`config.mk`:
```
export PLATFORM = sky130hd
export DESIGN_NAME = bank_timing_fsm_array
export DESIGN_NICKNAME = d
export VERILOG_FILES = /design/src/rtl/bank_timing_fsm_array.sv
export SDC_FILE = /design/constraint.sdc
export NUM_CORES = 1
export LEC_CHECK = 0
export CAP_MARGIN = 10
export CORE_MARGIN = 2
export CORE_UTILIZATION = 45
export DETAILED_ROUTE_END_ITERATION = 12
export PLACE_DENSITY = 0.75
export SYNTH_ARGS = -nofsm -noshare
export SYNTH_HDL_FRONTEND = slang
export SYNTH_SLANG_ARGS = --single-unit
```
`constraint.sdc`:
```
create_clock -name clk -period 2.6 [get_ports clk]
set_clock_uncertainty 0.05 [all_clocks]
set_input_delay 0.26 -clock clk [delete_from_list [all_inputs] [get_ports clk]]
set_output_delay 0.26 -clock clk [all_outputs]
set_load 0.05 [all_outputs]
```
`src/rtl/bank_timing_fsm_array.sv`:
```
// Per-bank DRAM timing state machines for the memory emulator.
// One FSM per bank (2**(BGWIDTH+BAWIDTH) banks); one command decoded per cycle.
// Ports:
//   clk, reset_n        clock, asynchronous active-low reset
//   bg, ba              bank group / bank of the current command (bg ignored when BGWIDTH=0)
//   ACT..REF            command strobes, at most one high per cycle
//   BankFSM             5-bit state code per bank, bank n at [5n+4:5n]
//   busy                per-bank flag, high in any timed state
//   cmd_err             one-cycle pulse after a rejected command
module bank_timing_fsm_array #(
  parameter int unsigned BGWIDTH = 2,
  parameter int unsigned BAWIDTH = 2,
  parameter int unsigned BL      = 8,
  parameter int unsigned T_CL    = 17,
  parameter int unsigned T_RCD   = 17,
  parameter int unsigned T_WR    = 14,
  parameter int unsigned T_RP    = 17,
  parameter int unsigned T_RAS   = 39,
  parameter int unsigned T_RFC   = 34
) (
  input  logic                                      clk,
  input  logic                                      reset_n,
  input  logic [((BGWIDTH > 0) ? BGWIDTH : 1)-1:0]  bg,
  input  logic [BAWIDTH-1:0]                        ba,
  input  logic                                      ACT,
  input  logic                                      PR,
  input  logic                                      PRA,
  input  logic                                      RD,
  input  logic                                      RDA,
  input  logic                                      WR,
  input  logic                                      WRA,
  input  logic                                      REF,
  output logic [5*(2**(BGWIDTH+BAWIDTH))-1:0]       BankFSM,
  output logic [(2**(BGWIDTH+BAWIDTH))-1:0]         busy,
  output logic                                      cmd_err
);

  localparam int unsigned AW     = BGWIDTH + BAWIDTH;
  localparam int unsigned NBANKS = 2 ** AW;
  localparam int unsigned D_RD   = T_CL + BL / 2;
  localparam int unsigned D_WR   = D_RD + T_WR;
  localparam int unsigned M1     = (D_WR > T_RCD) ? D_WR : T_RCD;
  localparam int unsigned M2     = (M1 > T_RP) ? M1 : T_RP;
  localparam int unsigned M3     = (M2 > T_RAS) ? M2 : T_RAS;
  localparam int unsigned MAXD   = (M3 > T_RFC) ? M3 : T_RFC;
  localparam int unsigned CW     = $clog2(MAXD) + 1;

  localparam logic [7:0] C_ACT = 8'h80;
  localparam logic [7:0] C_PR  = 8'h40;
  localparam logic [7:0] C_PRA = 8'h20;
  localparam logic [7:0] C_RD  = 8'h10;
  localparam logic [7:0] C_RDA = 8'h08;
  localparam logic [7:0] C_WR  = 8'h04;
  localparam logic [7:0] C_WRA = 8'h02;
  localparam logic [7:0] C_REF = 8'h01;

  typedef enum logic [4:0] {
    S_IDLE        = 5'h00,
    S_ACTIVATING  = 5'h01,
    S_ACTIVE      = 5'h03,
    S_PRECHARGING = 5'h0a,
    S_READING     = 5'h0b,
    S_READING_AP  = 5'h0c,
    S_REFRESHING  = 5'h0d,
    S_WRITING     = 5'h12,
    S_WRITING_AP  = 5'h13
  } bank_state_e;

  bank_state_e   state_q [NBANKS];
  bank_state_e   state_d [NBANKS];
  logic [CW-1:0] cnt_q   [NBANKS];
  logic [CW-1:0] cnt_d   [NBANKS];
  logic [CW-1:0] tras_q  [NBANKS];
  logic [CW-1:0] tras_d  [NBANKS];
  logic          cmd_err_q, cmd_err_d;
  logic [7:0]    cmd;
  logic          multi;
  logic          all_idle;
  logic [AW-1:0] sel;

  // Bank index; bg is dropped entirely for single-group parts.
  generate
    if (BGWIDTH == 0) begin : g_nobg
      logic unused_bg;
      assign unused_bg = ^bg;
      assign sel       = ba;
    end else begin : g_bg
      assign sel = {bg, ba};
    end
  endgenerate

  assign cmd   = {ACT, PR, PRA, RD, RDA, WR, WRA, REF};
  assign multi = |(cmd & 8'(cmd - 8'd1));

  // Row open for column commands and precharge.
  function automatic logic is_open(input bank_state_e s);
    return (s == S_ACTIVE) || (s == S_READING) || (s == S_WRITING);
  endfunction

  // State, timing counters and error flag.
  always_ff @(posedge clk or negedge reset_n) begin
    if (!reset_n) begin
      for (int b = 0; b < NBANKS; b++) begin
        state_q[b] <= S_IDLE;
        cnt_q[b]   <= '0;
        tras_q[b]  <= '0;
      end
      cmd_err_q <= 1'b0;
    end else begin
      for (int b = 0; b < NBANKS; b++) begin
        state_q[b] <= state_d[b];
        cnt_q[b]   <= cnt_d[b];
        tras_q[b]  <= tras_d[b];
      end
      cmd_err_q <= cmd_err_d;
    end
  end

  // Next state: every bank's timer advances, then the command overrides the addressed bank(s).
  always_comb begin
    cmd_err_d = 1'b0;
    all_idle  = 1'b1;
    for (int b = 0; b < NBANKS; b++) begin
      state_d[b] = state_q[b];
      cnt_d[b]   = cnt_q[b];
      tras_d[b]  = (tras_q[b] != '0) ? CW'(tras_q[b] - CW'(1)) : '0;
      if (state_q[b] != S_IDLE) all_idle = 1'b0;
      case (state_q[b])
        S_ACTIVATING, S_READING, S_WRITING: begin
          if (cnt_q[b] == '0) state_d[b] = S_ACTIVE;
          else                cnt_d[b]   = CW'(cnt_q[b] - CW'(1));
        end
        S_READING_AP, S_WRITING_AP: begin
          if (cnt_q[b] == '0) begin
            state_d[b] = S_PRECHARGING;
            cnt_d[b]   = CW'(T_RP - 1);
          end else begin
            cnt_d[b] = CW'(cnt_q[b] - CW'(1));
          end
        end
        S_PRECHARGING, S_REFRESHING: begin
          if (cnt_q[b] == '0) state_d[b] = S_IDLE;
          else                cnt_d[b]   = CW'(cnt_q[b] - CW'(1));
        end
        default: ;
      endcase
    end

    if (multi) begin
      cmd_err_d = 1'b1;
    end else begin
      case (cmd)
        C_ACT: begin
          if (state_q[sel] == S_IDLE) begin
            state_d[sel] = S_ACTIVATING;
            cnt_d[sel]   = CW'(T_RCD - 1);
            tras_d[sel]  = CW'(T_RAS - 1);
          end else begin
            cmd_err_d = 1'b1;
          end
        end
        C_RD, C_RDA, C_WR, C_WRA: begin
          if (is_open(state_q[sel])) begin
            case (cmd)
              C_RD:    begin state_d[sel] = S_READING;    cnt_d[sel] = CW'(D_RD - 1); end
              C_RDA:   begin state_d[sel] = S_READING_AP; cnt_d[sel] = CW'(D_RD - 1); end
              C_WR:    begin state_d[sel] = S_WRITING;    cnt_d[sel] = CW'(D_WR - 1); end
              default: begin state_d[sel] = S_WRITING_AP; cnt_d[sel] = CW'(D_WR - 1); end
            endcase
          end else begin
            cmd_err_d = 1'b1;
          end
        end
        C_PR: begin
          // PR to an idle bank is a silent no-op.
          if (is_open(state_q[sel]) && (tras_q[sel] == '0)) begin
            state_d[sel] = S_PRECHARGING;
            cnt_d[sel]   = CW'(T_RP - 1);
          end else if (state_q[sel] != S_IDLE) begin
            cmd_err_d = 1'b1;
          end
        end
        C_PRA: begin
          for (int b = 0; b < NBANKS; b++) begin
            if (is_open(state_q[b])) begin
              if (tras_q[b] == '0) begin
                state_d[b] = S_PRECHARGING;
                cnt_d[b]   = CW'(T_RP - 1);
              end else begin
                cmd_err_d = 1'b1;
              end
            end
          end
        end
        C_REF: begin
          if (all_idle) begin
            for (int b = 0; b < NBANKS; b++) begin
              state_d[b] = S_REFRESHING;
              cnt_d[b]   = CW'(T_RFC - 1);
            end
          end else begin
            cmd_err_d = 1'b1;
          end
        end
        default: ;
      endcase
    end
  end

  // State codes and busy flags taken straight from the state register.
  always_comb begin
    BankFSM = '0;
    busy    = '0;
    for (int n = 0; n < NBANKS; n++) begin
      BankFSM[5*n +: 5] = state_q[n];
      busy[n]           = (state_q[n] != S_IDLE) && (state_q[n] != S_ACTIVE);
    end
  end

  assign cmd_err = cmd_err_q;

endmodule
```
==> out/metrics.csv <==
stage,metric,value,unit
run_status,outcome,finished with violations,
run_status,violations,setup timing,
routing,vias,26800,
global_route,grt_start_max_net_pins,78,
clocking,clock-sinks,305,
critical_path,crit_path_cell_trace,or4_4 > buf_6 > o211a_4 > a22oi_2 > nand4_4 > buf_6 > a2111oi_4 > buf_4 > o211ai_1 > nor3_2 > buf_4 > a21oi_2,
floorplan,design.core.area,50000,sq um
global_route,grt_pass1_vias,26100,
pwr,powerDensity,966,nW/um^2
global_route,grt_usage,0.374,
critical_path,critPathMaxFanout,4,
pwr,ir_drop,765,uV
logic_synthesis,synthSimpleGateAreaFrac,0.269,
critical_path,reg2reg_setup_slack,-570,ps
clocking,cts_buffers,35,
critical_path,worstPathArrival,3560,ps
critical_path,critical_path.top_delay_family,simple AND/OR/NAND/NOR gates,
critical_path,crit_slowest_cell,or4_4,
sta,hold_viol,0,
logic_synthesis,synth-edff-count,0,
routing,antenna_left,0,
critical_path,timing.rr.start,tras_q[87]$_DFF_PN0_,
routing,drt_wl_total,103,mm
critical_path,cp.required,2990,ps
pwr,netSwitchingFraction,0.450,
logic_synthesis,muxShareOfSynthArea,0.0450,
logic_synthesis,ys_seq_elements,305,
routing,drc,0,
layout,area_delta_synth_final,55.0,%
layout,final_util,0.704,
critical_path,critPathLaunch,tras_q[87]$_DFF_PN0_,
logic_synthesis,synth_flop_cell,dfrtp_1,
layout,drive_above_1_share,0.402,
logic_synthesis,ys_top_cells_by_area,"dfrtp_1 34%, nand2_1 4.4%, nor2_1 4.4%",
routing,drtIter0Drc,3079,
critical_path,crit_buf_inv,4,
pwr,pwr-share-clk,0.148,
clocking,cts_tree,built,
clocking,clockRootBuffer,clkbuf_16,
layout,insertedDiodeCount,0,
layout,finalNetCount,3616,
logic_synthesis,synth_compound_area_frac,0.215,
sta,setup_viol,306,
sta,rsz0062_at_grt,true,
pwr,pwr-share-seq,0.258,
floorplan,rows,82,
logic_synthesis,yosysWarnings,0,
sta,period_needed,3170,ps
floorplan,io_pins,111,
logic_synthesis,syn_nets,2810,
sta,slew_headroom,0.347,
pwr,pwr-share-comb,0.593,
placement,place_area,30200,sq um
sta,post-route-period-util,1.22,
routing,dr.pass1.iters,9,
sta,fin_hold_ws,237,ps
pwr,power,34000,uW
placement,hpwl,72.9,mm
clocking,clk_path_buf_depth,3,
critical_path,crit_path_max_incr_delay,580,ps
logic_synthesis,synthCells,2732,
layout,nFillCells,3593,
pwr,intPower,18700,uW
logic_synthesis,netlist_area,22700,sq um
placement,port_buffers,110,
critical_path,crit_type,reg -> reg,
floorplan,dieWidth,229,microns
floorplan,fp.dieArea,52200,sq um
logic_synthesis,synthArstFlopShare,1.00,
sta,worst_slew_pin_slew,976,ps
logic_synthesis,synth_top_family_by_area,simple AND/OR/NAND/NOR gates,
global_route,grt_pass1_wl,152,mm
clocking,clk_pin_slew,70,ps
pwr,power.leakage,0.0147,uW
logic_synthesis,synth_seq_area_share,0.336,
logic_synthesis,syn_area_per_cell,8.31,sq um
floorplan,start_util,0.454,
critical_path,end_kind,flip-flop,
sta,maxSlewViolCount,0,
layout,design_area,35200,sq um
clocking,cts_max_level,2,
logic_synthesis,synth_top_area_cell,dfrtp_1,
sta,worst_slack,-571,ps
logic_synthesis,yosys.area_share.adder,0.0357,
critical_path,cp-start-kind,flip-flop,
clocking,worstSkewPairLatency,570,ps
routing,viasPerCell,6.33,
floorplan,fp.dieH,229,microns
logic_synthesis,synthXorXnorAreaFrac,0.0459,
min_path,hold_path_class,in -> async,
pwr,power.switching,15300,uW
logic_synthesis,synth_top_area_share,0.336,
logic_synthesis,synth.distinct_cells,98,
routing,wl_per_cell,24.3,microns
global_route,grt_antenna_before_repair,3,
job,drv_cap,0,
global_route,globalRouteOverflowTotal,0,
sta,fmax,315,MHz
placement,gp_congestion,1.03,
==> worst paths after layout <==
kind / to / cells after the start
max in group asynchronous: BankFSM[19]$_DFF_PN0_ / 3
worst min register to register: tras_q[28]$_DFF_PN0_ / 1
worst max register to register: cnt_q[42]$_DFF_PN0_ / 12
min in group clk: tras_q[28]$_DFF_PN0_ / 1
worst min-delay path: tras_q[111]$_DFF_PN0_ / 2
worst max-delay path: cnt_q[42]$_DFF_PN0_ / 12
==> metal layers <==
layer / up-vias / track usage / part of all wire
met5: - / 0 / 0.00012
met4: 2 / 0.227 / 0.076
met3: 492 / 0.0792 / 0.10
met2: 1726 / 0.595 / 0.45
met1: 12900 / 0.466 / 0.37
li1: 11700 / - / -
==> power by group through the flow <==
stage	Clock, uW	Sequential (uW)	Combinational [uW]
floorplan	0	9490	9460
global placement	0	8520	17000
detailed placement	0	8590	17700
CTS	5030	8570	18800
global route	5260	8900	21600
finish	5050	8780	20200
==> Yosys cell counts (11+ instances only) <==
cell and number:
a211oi_1 32, a21o_1 13, a21oi_1 166, a221oi_1 18, a22oi_1 22, a31oi_1 48, a32oi_1 23, and2_1 12
and3_1 28, and3b_1 14, buf_2 16, clkbuf_1 134, dfrtp_1 305, ha_1 64, inv_1 117, mux2i_1 47
mux4_2 20, nand2_1 268, nand2b_1 29, nand3_1 63, nand4_1 26, nand4b_1 11, nor2_1 267, nor2b_1 57
nor3_1 137, nor3_2 20, nor3b_1 27, nor4_1 73, nor4b_1 19, o211ai_1 15, o21a_1 16, o21ai_0 166
o21ai_1 16, o221ai_1 11, o22ai_1 42, o31ai_1 17, or3_1 27, or4_1 11, xnor2_1 81, xor2_1 38
==> flip-flops by register name (all words and copies together), names as in the netlist <==
signal and flops:
cmd_err 1, BankFSM 80, cnt_q 112, tras_q 112
==> final cells by class <==
type / instances / area, sq um / share of cell area
multi-input cells: 2134 / 16600 / 0.473
flip-flops and latches: 305 / 7700 / 0.219
clock inverters: 11 / 113 / 0.00320
well taps: 672 / 841 / 0.0239
inverters: 119 / 447 / 0.0127
clock buffers: 51 / 1010 / 0.0287
repair buffers: 943 / 8420 / 0.239
==> metrics by stage <==
stage / worst slack (ps) / cells / setup TNS (ps)
floorplan: -277 / 2732 / -33630
global placement: -1290 / 4068 / -228410
detailed placement: -1230 / 4068 / -235910
CTS: -502 / 4181 / -73620
global route: -631 / 4235 / -111260
finish: -571 / 4235 / -100060
==> cell usage in the layout (no fill, tap or decap), types with 20 or more instances in the layout <==
| cell type | instances |
|---|---|
| a21oi_1 | 118 |
| a21oi_2 | 44 |
| a31oi_1 | 35 |
| a32oi_1 | 20 |
| buf_12 | 42 |
| buf_4 | 661 |
| buf_6 | 118 |
| clkbuf_16 | 38 |
| clkdlybuf4s50_1 | 91 |
| dfrtp_1 | 253 |
| dfrtp_2 | 52 |
| ha_1 | 64 |
| inv_1 | 117 |
| mux2i_1 | 47 |
| mux4_2 | 20 |
| nand2_1 | 226 |
| nand2b_1 | 29 |
| nand3_1 | 53 |
| nand4_1 | 26 |
| nor2_1 | 231 |
| nor2_2 | 21 |
| nor2_4 | 22 |
| nor2b_1 | 57 |
| nor3_1 | 86 |
| nor3_2 | 42 |
| nor3_4 | 31 |
| nor3b_1 | 21 |
| nor4_1 | 59 |
| o21ai_0 | 88 |
| o21ai_1 | 30 |
| o21ai_2 | 58 |
| o22ai_1 | 37 |
| or3_1 | 23 |
| xnor2_1 | 81 |
| xor2_1 | 38 |
==> logic make-up after synthesis <==
family	count (synthesis)
compound gates	725
xor+xnor	119
fa+ha+maj	65
buf+inv	293
flops	305
mux	76
simple gates	1149
==> worst register-to-register path: stages (launching register included) <==
cell       delay, ps
dfrtp_1          400
or4_4            580
buf_6            140
o211a_4          270
a22oi_2          230
nand4_4          150
buf_6            180
a2111oi_4        220
buf_4            180
o211ai_1         160
nor3_2           310
buf_4            160
a21oi_2           30
==> what timing repair did <==
| action | 4_1_cts | 5_1_grt |
|---|---|---|
| gates cloned | 2 | 1 |
| pin swaps | 158 | 142 |
| buffers inserted | 52 | 67 |
| endpoints found under the setup margin | 319 | 307 |
| hold buffers | 1 | 0 |
| hold endpoints to repair | 68 | 0 |
| resized for setup | 440 | 261 |
(Power assumes the default switching activity.)
